### config.mk
export PLATFORM = sky130hd
export DESIGN_NAME = coin_acceptor
export DESIGN_NICKNAME = d
export VERILOG_FILES = /design/src/rtl/coin_acceptor.sv
export SDC_FILE = /design/constraint.sdc
export NUM_CORES = 1
export LEC_CHECK = 0
export BUFFER_PORTS_ARGS = -buffer_cell sky130_fd_sc_hd__buf_4
export CORE_MARGIN = 10
export CORE_UTILIZATION = 40
export CTS_CLUSTER_DIAMETER = 60
export CTS_CLUSTER_SIZE = 40
export DETAILED_ROUTE_END_ITERATION = 12
export SYNTH_ARGS = -nofsm -noshare
export SYNTH_HDL_FRONTEND = slang
export SYNTH_SLANG_ARGS = --single-unit
### constraint.sdc
create_clock -name clk -period 2.5 [get_ports clk]
set_input_delay 0.25 -clock clk [delete_from_list [all_inputs] [get_ports clk]]
set_output_delay 0.25 -clock clk [all_outputs]
set_load 0.01 [all_outputs]
### src/rtl/coin_acceptor.sv
// Coin acceptor: per-sensor synchronizer/debouncer, coin FIFO and paced money emitter
// feeding the vending-machine FSM. Channel 0 is the nickel sensor, channel 1 the dime sensor.

module coin_acceptor_chan #(
    parameter int DEBOUNCE_CYCLES = 4
) (
    input  logic clk,
    input  logic rst,
    input  logic raw_i,
    output logic event_o
);
    localparam int CW = $clog2(DEBOUNCE_CYCLES + 1);

    logic          s1_q, s2_q, filt_q, filt_dly_q;
    logic [CW-1:0] cnt_q;

    always_ff @(posedge clk) begin
        if (rst) begin
            s1_q       <= 1'b0;
            s2_q       <= 1'b0;
            filt_q     <= 1'b0;
            filt_dly_q <= 1'b0;
            cnt_q      <= '0;
        end else begin
            s1_q       <= raw_i;
            s2_q       <= s1_q;
            filt_dly_q <= filt_q;
            // Any sample matching the filtered level restarts the stability count.
            if (s2_q != filt_q) begin
                if (cnt_q == CW'(DEBOUNCE_CYCLES - 1)) begin
                    filt_q <= s2_q;
                    cnt_q  <= '0;
                end else begin
                    cnt_q <= cnt_q + CW'(1);
                end
            end else begin
                cnt_q <= '0;
            end
        end
    end

    assign event_o = filt_q & ~filt_dly_q;
endmodule

module coin_acceptor #(
    parameter int DEBOUNCE_CYCLES = 4,
    parameter int FIFO_DEPTH      = 4,
    parameter int GAP_CYCLES      = 1
) (
    input  logic                               clk,
    input  logic                               rst,
    input  logic                               nickel_in,
    input  logic                               dime_in,
    input  logic                               hold,
    output logic [1:0]                         money,
    output logic                               coin_reject,
    output logic                               fifo_full,
    output logic [$clog2(FIFO_DEPTH+1)-1:0]    pending
);
    localparam int PW   = $clog2(FIFO_DEPTH);
    localparam int CNTW = $clog2(FIFO_DEPTH + 1);
    localparam int GW   = $clog2(GAP_CYCLES + 1);

    typedef enum logic [1:0] {IDLE, SEND, GAP} state_t;

    logic [1:0] raw, ev;
    assign raw = {dime_in, nickel_in};

    genvar ch;
    generate
        for (ch = 0; ch < 2; ch++) begin : g_chan
            coin_acceptor_chan #(.DEBOUNCE_CYCLES(DEBOUNCE_CYCLES)) u_chan (
                .clk     (clk),
                .rst     (rst),
                .raw_i   (raw[ch]),
                .event_o (ev[ch])
            );
        end
    endgenerate

    logic [FIFO_DEPTH-1:0][1:0] mem_q;
    logic [PW-1:0]              wr_ptr_q, rd_ptr_q;
    logic [CNTW-1:0]            count_q, count_d;
    state_t                     state_q, state_d;
    logic [GW-1:0]              gap_q, gap_d;
    logic [1:0]                 money_q, money_d;
    logic                       reject_q, reject_d, full_q, full_d;
    logic                       pop, push, gap_last, launch_ok;
    logic [1:0]                 push_code;

    assign gap_last  = (state_q == GAP) && (gap_q == GW'(GAP_CYCLES - 1));
    // The final GAP cycle doubles as the IDLE decision point so a waiting coin
    // follows after exactly GAP_CYCLES zero cycles.
    assign launch_ok = (state_q == IDLE) || gap_last;

    always_comb begin
        state_d = state_q;
        gap_d   = gap_q;
        money_d = 2'b00;
        pop     = 1'b0;
        case (state_q)
            SEND: begin
                state_d = GAP;
                gap_d   = '0;
            end
            GAP: begin
                if (gap_last) state_d = IDLE;
                else          gap_d   = gap_q + GW'(1);
            end
            default: ;
        endcase
        if (launch_ok && count_q != '0 && !hold) begin
            pop     = 1'b1;
            money_d = mem_q[rd_ptr_q];
            state_d = SEND;
        end
    end

    // A lone event may push when there is room, or when full but popping this edge.
    assign push      = (^ev) && ((count_q != CNTW'(FIFO_DEPTH)) || pop);
    assign push_code = ev[0] ? 2'b01 : 2'b10;
    assign reject_d  = (&ev) | ((^ev) & ~push);
    assign count_d   = count_q + CNTW'(push) - CNTW'(pop);
    assign full_d    = (count_d == CNTW'(FIFO_DEPTH));

    always_ff @(posedge clk) begin
        if (rst) begin
            wr_ptr_q <= '0;
            rd_ptr_q <= '0;
            count_q  <= '0;
            state_q  <= IDLE;
            gap_q    <= '0;
            money_q  <= 2'b00;
            reject_q <= 1'b0;
            full_q   <= 1'b0;
        end else begin
            if (push) wr_ptr_q <= wr_ptr_q + PW'(1);
            if (pop)  rd_ptr_q <= rd_ptr_q + PW'(1);
            count_q  <= count_d;
            state_q  <= state_d;
            gap_q    <= gap_d;
            money_q  <= money_d;
            reject_q <= reject_d;
            full_q   <= full_d;
        end
    end

    always_ff @(posedge clk) begin
        if (!rst && push) mem_q[wr_ptr_q] <= push_code;
    end

    assign money       = money_q;
    assign coin_reject = reject_q;
    assign fifo_full   = full_q;
    assign pending     = count_q;
endmodule

# == Yosys cells after proc, flatten, opt, wreduce, memory -nomap -nowiden ==
# Cells that the tools add are included.
# Widths: inputs -> output; s select.
# totals
output_inout_bits,7
input_bits,5
register_bits,36
wordCells,92
# op_classes
reduce_logical,25
mux,12
n_eq_ne,11
bitwise,11
addsub,7
n_lt_le_gt_ge,3
# ops
cell,n
$reduce_and 2->1,6
$bwmux 8,1
$mux 2,4
$not 1->1,7
$add 3x1->3 const B,2
$eq 3x2->1 const B,2
$logic_and 1x1->1,6
$lt 2x3->1 const B,2
$reduce_bool 3->1,2
$reduce_or 3->1,2
$add 2x1->2 const B,2
$bmux 2 s2,1
$demux 2 s2,1
$ne 2x2->1 const B,2
$pmux 2 s2,1
$reduce_or 2->1,2
$add 3x1->3,1
$and 1x1->1,3
$eq 3x3->1 const B,1
$mux 1,3
$ne 3x2->1 const B,1
$ne 3x3->1 const B,1
$sub 3x1->3,1
$eq 2x1->1 const B,1
other kinds (11),14

# == Depth between registers and ports, before layout ==
# depth
ltp_word,11
ltp_mapped,10
depth_no_buf,10

# == By module ==
# From an unflattened synthesis, not the netlist that was laid out.
# hier_totals
cells_unflattened,132
hier_area_um2,1542.7
# modules_own_cells
mod,instances,cells_per_inst,seq_area_each_um2,area_each_um2
coin_acceptor,1,92,520.5,1054.8
coin_acceptor_chan,2,20,140.1,244.0

# == Worst setup path after synthesis ==
# No wires, ideal clock.
# synth_timing
path_kind,register to register
startpoint,register g_chan[0].u_chan.filt_q
endpoint,"register full_q, in the netlist fifo_full"
slack_ns,0.410
t_required_ns,2.408
stages_incl_launch_ff,10
period_less_slack_ns,2.090
arrival_ns,1.998
path_cell_list,dfxtp_1 nand2b_1 inv_1 ha_1 o21ai_0 mux2i_1 a21oi_1 ha_1 fa_1 nor4_1
# synth_between
elab_chain_len,6
# synth_rtl
element,line,text
"start, declared",14,"logic s1_q, s2_q, filt_q, filt_dly_q;"
"start signal, assigned",31,filt_q <= s2_q;
$and 1x1->1,42,assign event_o = filt_q & ~filt_dly_q;
named net g_chan[0].u_chan.event_o,10,output logic event_o
$reduce_xor 2->1,120,assign push = (^ev) && ((count_q != CNTW'(FIFO_DEPTH)) || pop);
$logic_and 1x1->1,120,
$add 3x1->3,123,assign count_d = count_q + CNTW'(push) - CNTW'(pop);
$sub 3x1->3,123,
named net count_d[1],83,"logic [CNTW-1:0] count_q, count_d;"
$eq 3x3->1,124,assign full_d = (count_d == CNTW'(FIFO_DEPTH));
"end signal, assigned",144,full_q <= full_d;
"end, declared",87,"logic reject_q, reject_d, full_q, full_d;"
# The timed path passes the listed nets, and every way through them passes these cells.
# A chain may end at the register's enable or synchronous reset.

# == Worst setup path in the final report ==
# Same ends and word-level chain as after synthesis.

==> key figures <==
Setup path
  – Critical path buffers and inverters: 1
  – Startpoint types: register
  – R2R Path Start: g_chan[0].u_chan.filt_q$_SDFFE_PP0P_
  – Worst Path Required: ~2.7 ns
  – Crit end category: register
  – CP Max Fanout: 7
  – Worst path slowest cell: fa_1
  – Reg2reg setup slack: ~0.19 ns
  – R2r endpoint: fifo_full$_SDFF_PP0_
  – Setup CP Type: register to register
  – Critical Path Max Stage Delay: approximately 0.46 ns
  – Reg2reg path depth: 9
  – WP data arrival: about 2.5 ns
  – Worst-path cell chain: nand2b_1, inv_1, ha_2, o21ai_0, mux2i_1, a21oi_1, ha_1, fa_1, nor4_1
  – Largest delay share family, worst path: adder cells

Routing
  – Met3 WL post-DR: 102 µm
  – Met2 wire len: ~1.2 mm
  – Remaining DRCs: 0
  – Via count: between 900 and 1000
  – Max Used Layer: met4
  – Drt wl/cell: roughly 12 µm
  – Routed Antenna Nets: 0
  – DR iter-0 viols: between 40 and 50
  – Routed WL: approximately 2.4 mm
  – First-pass detailed-route iteration total: 4
  – Metal-1 WL: about 1.0 mm
  – Vias per inst: about 4.8

Clocking
  – Clock latency on the worst-skew pair: between 0.2 and 0.3 ns
  – Clock Sinks: 36
  – H-tree levels: 2
  – Reg clk slew, reported paths: ~0.070 ns
  – TritonCTS clock tree: yes
  – Setup Buffers After CTS: 0
  – Clock Path Buffers: 2
  – Root buf cell: clkbuf_8
  – CTS Buf Count: 5

Worst hold path
  – Min-Delay Path Class: primary input to register
  – Hold Path Depth: 2
  – Hold Startpoint: nickel_in
  – Hold Path Sink: g_chan[0].u_chan.s1_q$_SDFF_PP0_

Timing
  – Fmax: 432 MHz
  – Slew Limit Fails: 0
  – Final setup viols: 0
  – Relative slew slack: approximately 83%
  – Worst-margin pin slew: around 0.26 ns
  – Worst hold slack: 0.172 ns
  – Clk_skew: around 0.0056 ns
  – Setup TNS: 0 ns
  – Final critical-path required period: ~2.3 ns
  – Tcrit/Tclk final: 92.5%
  – Final Hold Viols: 0
  – RSZ-0062 raised after global routing: no

Global route
  – Largest net degree at the start of global routing: 24
  – First-pass GRT wire length: between 3 and 4 mm
  – Antenna violations before repair: 0
  – Vias in the first global route: between 900 and 1000
  – Total gr overflow: 0
  – GR Util All Layers: 7.96%

Finish
  – Seq. cell area: 801 µm²
  – Layout fillers: approximately 350
  – Area grow syn2layout: 15.9%
  – Area of the multi-input gates: between 600 and 700 µm²
  – Post-Layout Cell Count: 199
  – Final core occ: between 40% and 50%
  – # nets final: 169
  – Commonest non-fill, non-tap cells in the layout: 28 x dfxtp_1, 15 x nor2_1, 13 x inv_1, 12 x ha_1, 11 x buf_4
  – Commonest non-fill, non-tap cell in the layout: dfxtp_1
  – Diodes inserted: 0
  – Layout cells sized above 1: roughly 18%

Yosys
  – Post-synth EDFFs: 8
  – Average cell area after synthesis: about 11 µm²
  – FFs w/ async S/R, synth: 0%
  – Synth Instances: ~130
  – Yosys reg bits: 36
  – Area of the mapped netlist: ~0.0015 mm²
  – Most used flip-flop cell after synthesis: dfxtp_1
  – Synth Warn #: 0
  – Post-Synthesis Net Count: between 150 and 200
  – Yosys cell types: 32
  – Sequential fraction of the synthesis area: a little over half

Die
  – Rows: 22
  – Die height: slightly above 80 µm
  – Core Box Area: approximately 0.0037 mm²
  – Initial Util: between 40% and 50%
  – Die area: 0.00668 mm²
  – IO Pins: 12
  – Die Span X: around 82 µm

Outcome
  – Status: complete, no violations

Placed design
  – Dpl cells: ~190
  – Post-DP HPWL: ~1.8 mm
  – Buffers on Ports: 11
  – GPL Wtd Cong: 0.714

Power and ir drop
  – PwrDens: slightly below 900 mW/mm²
  – Seq pwr share: between 40% and 50%
  – Leak Pwr: between 0.7 and 0.8 nW
  – Tot Pwr: roughly 1.5 mW
  – VDD IR max: 610 µV
  – Internal power: approximately 1.1 mW
  – Switching Fraction: roughly 29%
  – Psw: 443 µW
  – Clock power frac: ~30%
  – Combinational fraction of design power: 25.2%

Run
  – Max_cap viols: 0
==> registers in the layout, summed over array words and instances, names as in the netlist <==
| signal | flops |
|---|---|
| wr_ptr_q | 2 |
| state_q | 2 |
| g_chan.u_chan.s1_q | 2 |
| coin_reject | 1 |
| pending | 3 |
| fifo_full | 1 |
| g_chan.u_chan.s2_q | 2 |
| rd_ptr_q | 2 |
| money | 2 |
| g_chan.u_chan.cnt_q | 6 |
| mem_q | 8 |
| gap_q | 1 |
| g_chan.u_chan.filt_q | 2 |
| g_chan.u_chan.filt_dly_q | 2 |
==> how the worst max path moves through the flow <==
stage / from / end / slack, ns / depth (start not counted)
after floorplan: g_chan[0].u_chan.filt_q$_SDFFE_PP0P_ / fifo_full$_SDFF_PP0_ / 0.41 / 9
after global placement: g_chan[0].u_chan.filt_q$_SDFFE_PP0P_ / fifo_full$_SDFF_PP0_ / 0.31 / 9
after detailed placement: g_chan[0].u_chan.filt_q$_SDFFE_PP0P_ / fifo_full$_SDFF_PP0_ / 0.19 / 10
after CTS: g_chan[0].u_chan.filt_q$_SDFFE_PP0P_ / fifo_full$_SDFF_PP0_ / 0.16 / 9
after global routing: g_chan[0].u_chan.filt_q$_SDFFE_PP0P_ / fifo_full$_SDFF_PP0_ / 0.04 / 9
final: g_chan[0].u_chan.filt_q$_SDFFE_PP0P_ / fifo_full$_SDFF_PP0_ / 0.19 / 9
==> synth_stat cells, drive strengths merged, types with 6 or more instances <==
cell type | n | area, µm²
and3 | 6 | 37.5
nor2b | 11 | 76.3
nor2 | 15 | 56.3
ha | 13 | 163
xnor2 | 6 | 52.6
inv | 13 | 48.8
edfxtp | 8 | 240
dfxtp | 28 | 561
==> timing repair <==
item	in CTS	in global routing
hold buffers	0	0
resized for setup	0	1
endpoints found under the setup margin	0	1
==> logic make-up after synthesis <==
| group | synth area share [%] |
|---|---|
| simple gates | 15.7 |
| flops | 52.5 |
| buf+inv | 3.77 |
| fa+ha+maj | 12.0 |
| compound gates | 6.73 |
| xor+xnor | 3.45 |
| mux | 5.91 |
==> power groups by stage <==
stage               clock network [mW]  logic (mW)  registers, mW
finish                           0.461       0.388          0.691
global route                     0.499       0.438          0.699
CTS                              0.476       0.398          0.692
floorplan                            0       0.281          0.706
detailed placement                   0       0.395          0.705
global placement                     0       0.375          0.703
==> metal layers <==
metal,track usage [%],vias up
li1,-,481
met1,8.31,451
met2,12.9,14
met3,2.73,6
met4,6.12,0
met5,0,-
==> area by class of cell <==
class | instances | area share (%)
inverters | 13 | 2.76
clock buffers | 6 | 5.31
clock inverters | 2 | 0.708
multi-input cells | 83 | 37.9
repair buffers | 11 | 4.67
flip-flops and latches | 36 | 45.3
well taps | 48 | 3.40
==> through the flow <==
stage / setup WS (ns) / area (µm²)
final: 0.187 / 1770
after global routing: 0.0427 / 1770
after CTS: 0.165 / 1770
after detailed placement: 0.192 / 1660
after global placement: 0.309 / 1660
after floorplan: 0.410 / 1530
No activity file was read; power rests on OpenSTA's default activity.
